==> src/rtl/design_mux_pkg.sv <==
// design_mux_pkg: state encoding and default timing constants shared by the design mux slice
package design_mux_pkg;

    typedef enum logic [1:0] {
        ISOLATE = 2'd0,
        RELEASE = 2'd1,
        ACTIVE  = 2'd2
    } mux_state_e;

    localparam int GUARD_CYCLES_DEF = 8;
    localparam int SYNC_STAGES_DEF  = 2;

endpackage

==> src/rtl/design_mux_sw_if.sv <==
// design_mux_sw_if: pad bus between the design macros, the mux and the Caravel IO pads
interface design_mux_sw_if #(
    parameter int NUM_DESIGNS = 4,
    parameter int IO_W        = 38
);

    logic [NUM_DESIGNS*IO_W-1:0] dsn_io_out;
    logic [NUM_DESIGNS*IO_W-1:0] dsn_io_oeb;
    logic [NUM_DESIGNS-1:0]      dsn_rst_n;
    logic [IO_W-1:0]             io_out;
    logic [IO_W-1:0]             io_oeb;

    modport master (
        input  dsn_io_out,
        input  dsn_io_oeb,
        output dsn_rst_n,
        output io_out,
        output io_oeb
    );

    modport slave (
        output dsn_io_out,
        output dsn_io_oeb,
        input  dsn_rst_n,
        input  io_out,
        input  io_oeb
    );

endinterface

==> src/rtl/design_mux_sync.sv <==
// design_mux_sync: STAGES-deep synchroniser giving either the synchronised level or its rising edge
module design_mux_sync
    import design_mux_pkg::*;
#(
    parameter int STAGES = SYNC_STAGES_DEF,
    parameter bit EDGE   = 1'b1
) (
    input  logic clk,
    input  logic rst_n,
    input  logic d,
    output logic q
);

    logic [STAGES-1:0] chain;
    logic [STAGES-1:0] fill;
    logic              prev;

    // Shift the input in; the edge flop stays high until the chain holds real samples,
    // so an input already high when reset releases never looks like a fresh edge
    always_ff @(posedge clk or negedge rst_n) begin
        if (!rst_n) begin
            chain <= '0;
            fill  <= '0;
            prev  <= 1'b1;
        end else begin
            chain <= {chain[STAGES-2:0], d};
            fill  <= {fill[STAGES-2:0], 1'b1};
            prev  <= fill[STAGES-1] ? chain[STAGES-1] : 1'b1;
        end
    end

    assign q = EDGE ? chain[STAGES-1] & ~prev : chain[STAGES-1];

endmodule

==> src/rtl/design_mux_sw.sv <==
// design_mux_sw: break-before-make selector of one of NUM_DESIGNS designs onto the IO pads
// Optional sel_lock input (drops requests while high) under macro DESIGN_MUX_LOCK_EN
module design_mux_sw
    import design_mux_pkg::*;
#(
    parameter int NUM_DESIGNS  = 4,
    parameter int IO_W         = 38,
    parameter int ID_W         = 4,
    parameter int GUARD_CYCLES = GUARD_CYCLES_DEF,
    parameter int SYNC_STAGES  = SYNC_STAGES_DEF
) (
    input  logic            wb_clk_i,
    input  logic            wb_rst_n,
    input  logic            sel_clk,
    input  logic [ID_W-1:0] sel_id,
`ifdef DESIGN_MUX_LOCK_EN
    input  logic            sel_lock,
`endif
    design_mux_sw_if.master pads,
    output logic [ID_W-1:0] active_id,
    output logic            active_valid,
    output logic            switching
);

    localparam int               CNT_W    = $clog2(GUARD_CYCLES + 1);
    localparam logic [CNT_W-1:0] GUARD_LD = CNT_W'(GUARD_CYCLES - 1);

    mux_state_e      state;
    logic [CNT_W-1:0] cnt;
    logic            sel_rise;
    logic            req;
    logic            id_ok;
    logic            pad_en;
    logic [IO_W-1:0] sel_out;
    logic [IO_W-1:0] sel_oeb;

    design_mux_sync #(.STAGES(SYNC_STAGES), .EDGE(1'b1)) u_sync_clk (
        .clk   (wb_clk_i),
        .rst_n (wb_rst_n),
        .d     (sel_clk),
        .q     (sel_rise)
    );

`ifdef DESIGN_MUX_LOCK_EN
    logic lock_q;

    design_mux_sync #(.STAGES(SYNC_STAGES), .EDGE(1'b0)) u_sync_lock (
        .clk   (wb_clk_i),
        .rst_n (wb_rst_n),
        .d     (sel_lock),
        .q     (lock_q)
    );

    assign req = sel_rise & ~lock_q;
`else
    assign req = sel_rise;
`endif

    // Switch sequencer: a new ID restarts the guard from any state; re-selecting the active ID is a no-op
    always_ff @(posedge wb_clk_i or negedge wb_rst_n) begin
        if (!wb_rst_n) begin
            state     <= ISOLATE;
            cnt       <= GUARD_LD;
            active_id <= '0;
        end else if (req && !(state == ACTIVE && sel_id == active_id)) begin
            state     <= ISOLATE;
            cnt       <= GUARD_LD;
            active_id <= sel_id;
        end else if (state == ISOLATE) begin
            state <= (cnt == '0) ? RELEASE : ISOLATE;
            cnt   <= (cnt == '0) ? cnt : cnt - 1'b1;
        end else if (state == RELEASE) begin
            state <= ACTIVE;
        end
    end

    // Pick the latched design's slice and release only its reset once isolation is over
    always_comb begin
        sel_out        = '0;
        sel_oeb        = '1;
        pads.dsn_rst_n = '0;
        for (int d = 0; d < NUM_DESIGNS; d++) begin
            if (32'(active_id) == d) begin
                sel_out           = pads.dsn_io_out[d*IO_W +: IO_W];
                sel_oeb           = pads.dsn_io_oeb[d*IO_W +: IO_W];
                pads.dsn_rst_n[d] = (state != ISOLATE);
            end
        end
    end

    assign id_ok        = 32'(active_id) < NUM_DESIGNS;
    assign pad_en       = (state == ACTIVE) && id_ok;
    assign pads.io_out  = pad_en ? sel_out : '0;
    assign pads.io_oeb  = pad_en ? sel_oeb : '1;
    assign active_valid = pad_en;
    assign switching    = (state != ACTIVE);

endmodule

==> src/flat_wrapper.sv <==
// flat-port wrapper written by rule: the top's interface ports become plain ports
module design_mux_sw_flat import design_mux_pkg::*;
#(
    parameter int NUM_DESIGNS  = 4,
    parameter int IO_W         = 38,
    parameter int ID_W         = 4,
    parameter int GUARD_CYCLES = GUARD_CYCLES_DEF,
    parameter int SYNC_STAGES  = SYNC_STAGES_DEF
)
  (wb_clk_i, wb_rst_n, sel_clk, sel_id, active_id, active_valid, switching, pads_dsn_io_out, pads_dsn_io_oeb, pads_dsn_rst_n, pads_io_out, pads_io_oeb);
  design_mux_sw_if #(.NUM_DESIGNS(NUM_DESIGNS), .IO_W(IO_W)) pads_i ();
  input  logic wb_clk_i;
  input  logic wb_rst_n;
  input  logic sel_clk;
  input  logic [ID_W-1:0] sel_id;
  output logic [ID_W-1:0] active_id;
  output logic active_valid;
  output logic switching;
  input wire logic [$bits(pads_i.dsn_io_out)-1:0] pads_dsn_io_out;
  input wire logic [$bits(pads_i.dsn_io_oeb)-1:0] pads_dsn_io_oeb;
  output wire logic [$bits(pads_i.dsn_rst_n)-1:0] pads_dsn_rst_n;
  output wire logic [$bits(pads_i.io_out)-1:0] pads_io_out;
  output wire logic [$bits(pads_i.io_oeb)-1:0] pads_io_oeb;
  assign pads_i.dsn_io_out = pads_dsn_io_out;
  assign pads_i.dsn_io_oeb = pads_dsn_io_oeb;
  assign pads_dsn_rst_n = pads_i.dsn_rst_n;
  assign pads_io_out = pads_i.io_out;
  assign pads_io_oeb = pads_i.io_oeb;
  design_mux_sw #(.NUM_DESIGNS(NUM_DESIGNS), .IO_W(IO_W), .ID_W(ID_W), .GUARD_CYCLES(GUARD_CYCLES), .SYNC_STAGES(SYNC_STAGES)) u_core (.wb_clk_i(wb_clk_i), .wb_rst_n(wb_rst_n), .sel_clk(sel_clk), .sel_id(sel_id), .pads(pads_i), .active_id(active_id), .active_valid(active_valid), .switching(switching));
endmodule
==> config.mk <==
export PLATFORM = sky130hd
export DESIGN_NAME = design_mux_sw_flat
export DESIGN_NICKNAME = d
export VERILOG_FILES = /design/src/rtl/design_mux_pkg.sv /design/src/rtl/design_mux_sw_if.sv /design/src/rtl/design_mux_sync.sv /design/src/rtl/design_mux_sw.sv /design/src/flat_wrapper.sv
export SDC_FILE = /design/constraint.sdc
export NUM_CORES = 1
export LEC_CHECK = 0
export ABC_AREA = 1
export CORE_AREA = 8 8 147 149
export DETAILED_ROUTE_END_ITERATION = 7
export DIE_AREA = 0 0 155 157
export DONT_BUFFER_PORTS = 1
export MAX_ROUTING_LAYER = met4
export PLACE_DENSITY = 0.37
export SLEW_MARGIN = 25
export SYNTH_ARGS = -nofsm -noshare
export SYNTH_HDL_FRONTEND = slang
export SYNTH_SLANG_ARGS = --single-unit
==> constraint.sdc <==
create_clock -name wb_clk_i -period 1.81 [get_ports wb_clk_i]
set_clock_uncertainty 0.2 [all_clocks]
set_input_delay 0.543 -clock wb_clk_i [delete_from_list [all_inputs] [get_ports wb_clk_i]]
set_output_delay 0.543 -clock wb_clk_i [all_outputs]
set_load 0.005 [all_outputs]
==> impl_metrics.toml <==
[setup_path]
crit_path_end_kind = "output port"
r2r-start = "u_core.active_id[3]$_DFFE_PN0P_"
reg2reg_slack_ps = 150
rr_worst_depth = 9
worstSetupPathType = "flop to output port"
cp_max_fo = 22
startpoint_type = "flop"
crit_required_ps = 1070
crit_arrival_ps = 1740
r2r_end = "u_core.active_id[3]$_DFFE_PN0P_"

[synth]
syn_inst = 783
yosysSeqAreaShare = 0.103
synth_xor_area_frac = 0.00237
synth_cell_types = 26
synth_top_family_by_area = "simple AND/OR/NAND/NOR gates"
yosysTopAreaCellShare = 0.243
synth_area_leaders = "nand2_1 (24%), nor2_1 (16%), a21oi_1 (10%)"
synth_compound_area_frac = 0.241
synth-simple-area-share = 0.484
syn-num-nets = 1096
syn_area_um2 = 3690
yosys.area.top_type = "nand2_1"
async_reset_ff_frac = 1.00
synth_edf_count = 0
synthMuxAreaShare = 0.00305
ys_seq_elements = 15
yosysWarnings = 0
synth_adder_area_share = 0.00678
postSynthAreaPerCell_um2 = 4.72
synth_ff_type = "dfrtp_1"

[cells_and_area]
syn2layout_area_growth_pct = 42.3
utilization = 0.274
instances_no_fill = 1077
nets = 1125
drive_above_1_share = 0.222

[pwr]
p_leak_nw = 2.45
powerDensity_nw_per_um2 = 764
peakVddDrop_uv = 529

[clock_tree]
htreeDepth = 1
clock_latency_ps = 240
cts.sinks = 15
numCtsBuffers = 3
root_buffer = "clkbuf_16"
ctsLongestPathBuffers = 2
clkSlewWorstSetupHoldPaths_ps = 50
cts_tree = "built"

[timing]
worst_pin_slew_ps = 651
min_period_ps = 2490
rsz0062_at_grt = "true"
clock.fmax_mhz = 402
finalWorstSetupSlack_ps = -678
min_period_over_period = 1.37
tns_ps = -49140
slew_headroom = 0.565
finalMaxSlewViolations = 0
finalSetupViolations = 81
hold_viol = 0

[placement]
port_buffers = 0
finalWeightedCongestion = 0.886
dp_slack_ps = -524
post-dp-hpwl_um = 15700
dp.cells = 1049

[die]
die_area_um2 = 24300
core_um2 = 19200
io_pins = 397
die_h_um = 157
start_util = 0.192
rows = 51
fp.dieW_um = 155

[routing]
drc = 0
via_count = 5269
wl_per_cell_um = 20.6
vias_per_cell = 4.89
firstDrtPassIters = 6
ant_nets = 0
first_iter_violations = 419
wl_um = 22200

[hold_path]
holdPathStages = 0
worst_hold_path.endpoint = "u_core.u_sync_clk.chain[0]$_DFF_PN0_"
min_from = "sel_clk"
hp-class = "input port to flop"

[global_route]
grt_use_total = 0.145
grt.met2_usage = 0.260
gr-max-usage-layer = "met2"
antenna_found_initial = 2
grt_util_met1 = 0.163
grt_pass1_wl_um = 27600
use_met3 = 0.0335
gr-total-overflow = 0
grt_pass1_vias = 4861
grt_max_degree = 57

[job]
max_cap_violations = 0

[run_status]
violations = "negative setup slack"
run_status = "finished, violations left"
[cell type report]
cell class,count,area [µm²]
fill,2185,13900
multi-input combinational,636,3060
timing repair buffer,81,1110
antenna,1,2.50
inverter,75,289
sequential,15,382
clock buffer,4,78.8
tap,265,332
[synth_stat cells (4+ instances only)]
| cell type | instances |
|---|---|
| dfrtp_1 | 11 |
| o21ai_0 | 71 |
| nor2_1 | 160 |
| nand3_1 | 47 |
| dfstp_2 | 4 |
| a21oi_1 | 77 |
| buf_2 | 27 |
| inv_2 | 4 |
| buf_4 | 10 |
| nand2_1 | 239 |
| inv_1 | 71 |
| o21ai_1 | 27 |
| clkbuf_1 | 17 |
[stage by stage]
step	power [mW]	instance area (µm²)	hold slack (ps)
after floorplan	2.14	3870	47.4
after global placement	2.94	4440	47.9
after detailed placement	2.93	4440	47.9
after CTS	3.45	4600	124
after global routing	4.38	5260	120
final	4.02	5260	130
[repair_timing]
action                                 CTS  global route
gates cloned                             0            17
gates resized for setup                 25            87
endpoints found under the hold margin   15             0
pin swaps                                1             7
setup endpoints to repair               82            84
hold buffers                             1             0
setup buffers                            1             4
[worst max-delay path, cell delays in order (launching register included)]
cell       delay, ps
dfrtp_1          400
nor2_4           150
buf_4            130
nand3_2          140
inv_8            180
clkbuf_16        230
a21oi_1           80
a21oi_2          200
[layout by cell type, fill, tap and decap left out, types with 2 or more instances in the layout]
| master | n |
|---|---|
| nand2_1 | 226 |
| nor2_1 | 147 |
| inv_1 | 68 |
| o21ai_0 | 54 |
| nand3_1 | 47 |
| a21oi_2 | 42 |
| buf_4 | 36 |
| o21ai_1 | 35 |
| a21oi_1 | 35 |
| buf_12 | 16 |
| clkbuf_16 | 14 |
| nand2_2 | 12 |
| buf_6 | 12 |
| dfrtp_1 | 10 |
| nor2_4 | 8 |
| o21ai_2 | 8 |
| nor2_2 | 8 |
| inv_2 | 6 |
| dfstp_2 | 4 |
| buf_8 | 3 |
| ha_1 | 2 |
| buf_16 | 2 |
[worst max path at each step]
stage | from | endpoint | slack (ps)
floorplan | u_core.active_id[2]$_DFFE_PN0P_ | pads_io_oeb[21] | -250
global placement | u_core.active_id[3]$_DFFE_PN0P_ | pads_io_oeb[23] | -500
detailed placement | u_core.active_id[3]$_DFFE_PN0P_ | pads_io_oeb[23] | -520
CTS | u_core.active_id[3]$_DFFE_PN0P_ | pads_io_out[9] | -650
global route | u_core.active_id[2]$_DFFE_PN0P_ | pads_io_oeb[18] | -750
finish | u_core.active_id[2]$_DFFE_PN0P_ | pads_io_out[21] | -680
[registers in the layout, summed over array words and instances, names as in the netlist]
signal	flops
u_core.active_id	4
u_core.cnt	4
u_core.state	2
u_core.u_sync_clk.chain	2
u_core.u_sync_clk.fill	2
u_core.u_sync_clk.prev	1
[where the power goes]
group          switching (mW)  internal [mW]
registers              0.0602          0.442
logic                    1.79           1.31
clock network           0.125          0.297
[routing by layer]
layer,part of all wire,wire [µm],vias up
met5,0,0,-
met4,0.020,437,0
met3,0.096,2120,34
met2,0.49,11000,349
met1,0.39,8700,2371
li1,-,-,2515
[cells by family (layout without fill, tap and decap cells)]
logic type	Yosys count	in the layout
mux	1	1
fa+ha+maj	2	2
simple gates	453	454
compound gates	177	177
flops	15	15
xor+xnor	1	1
other cells	1	2
buf+inv	133	160
(Power assumes the default switching activity.)
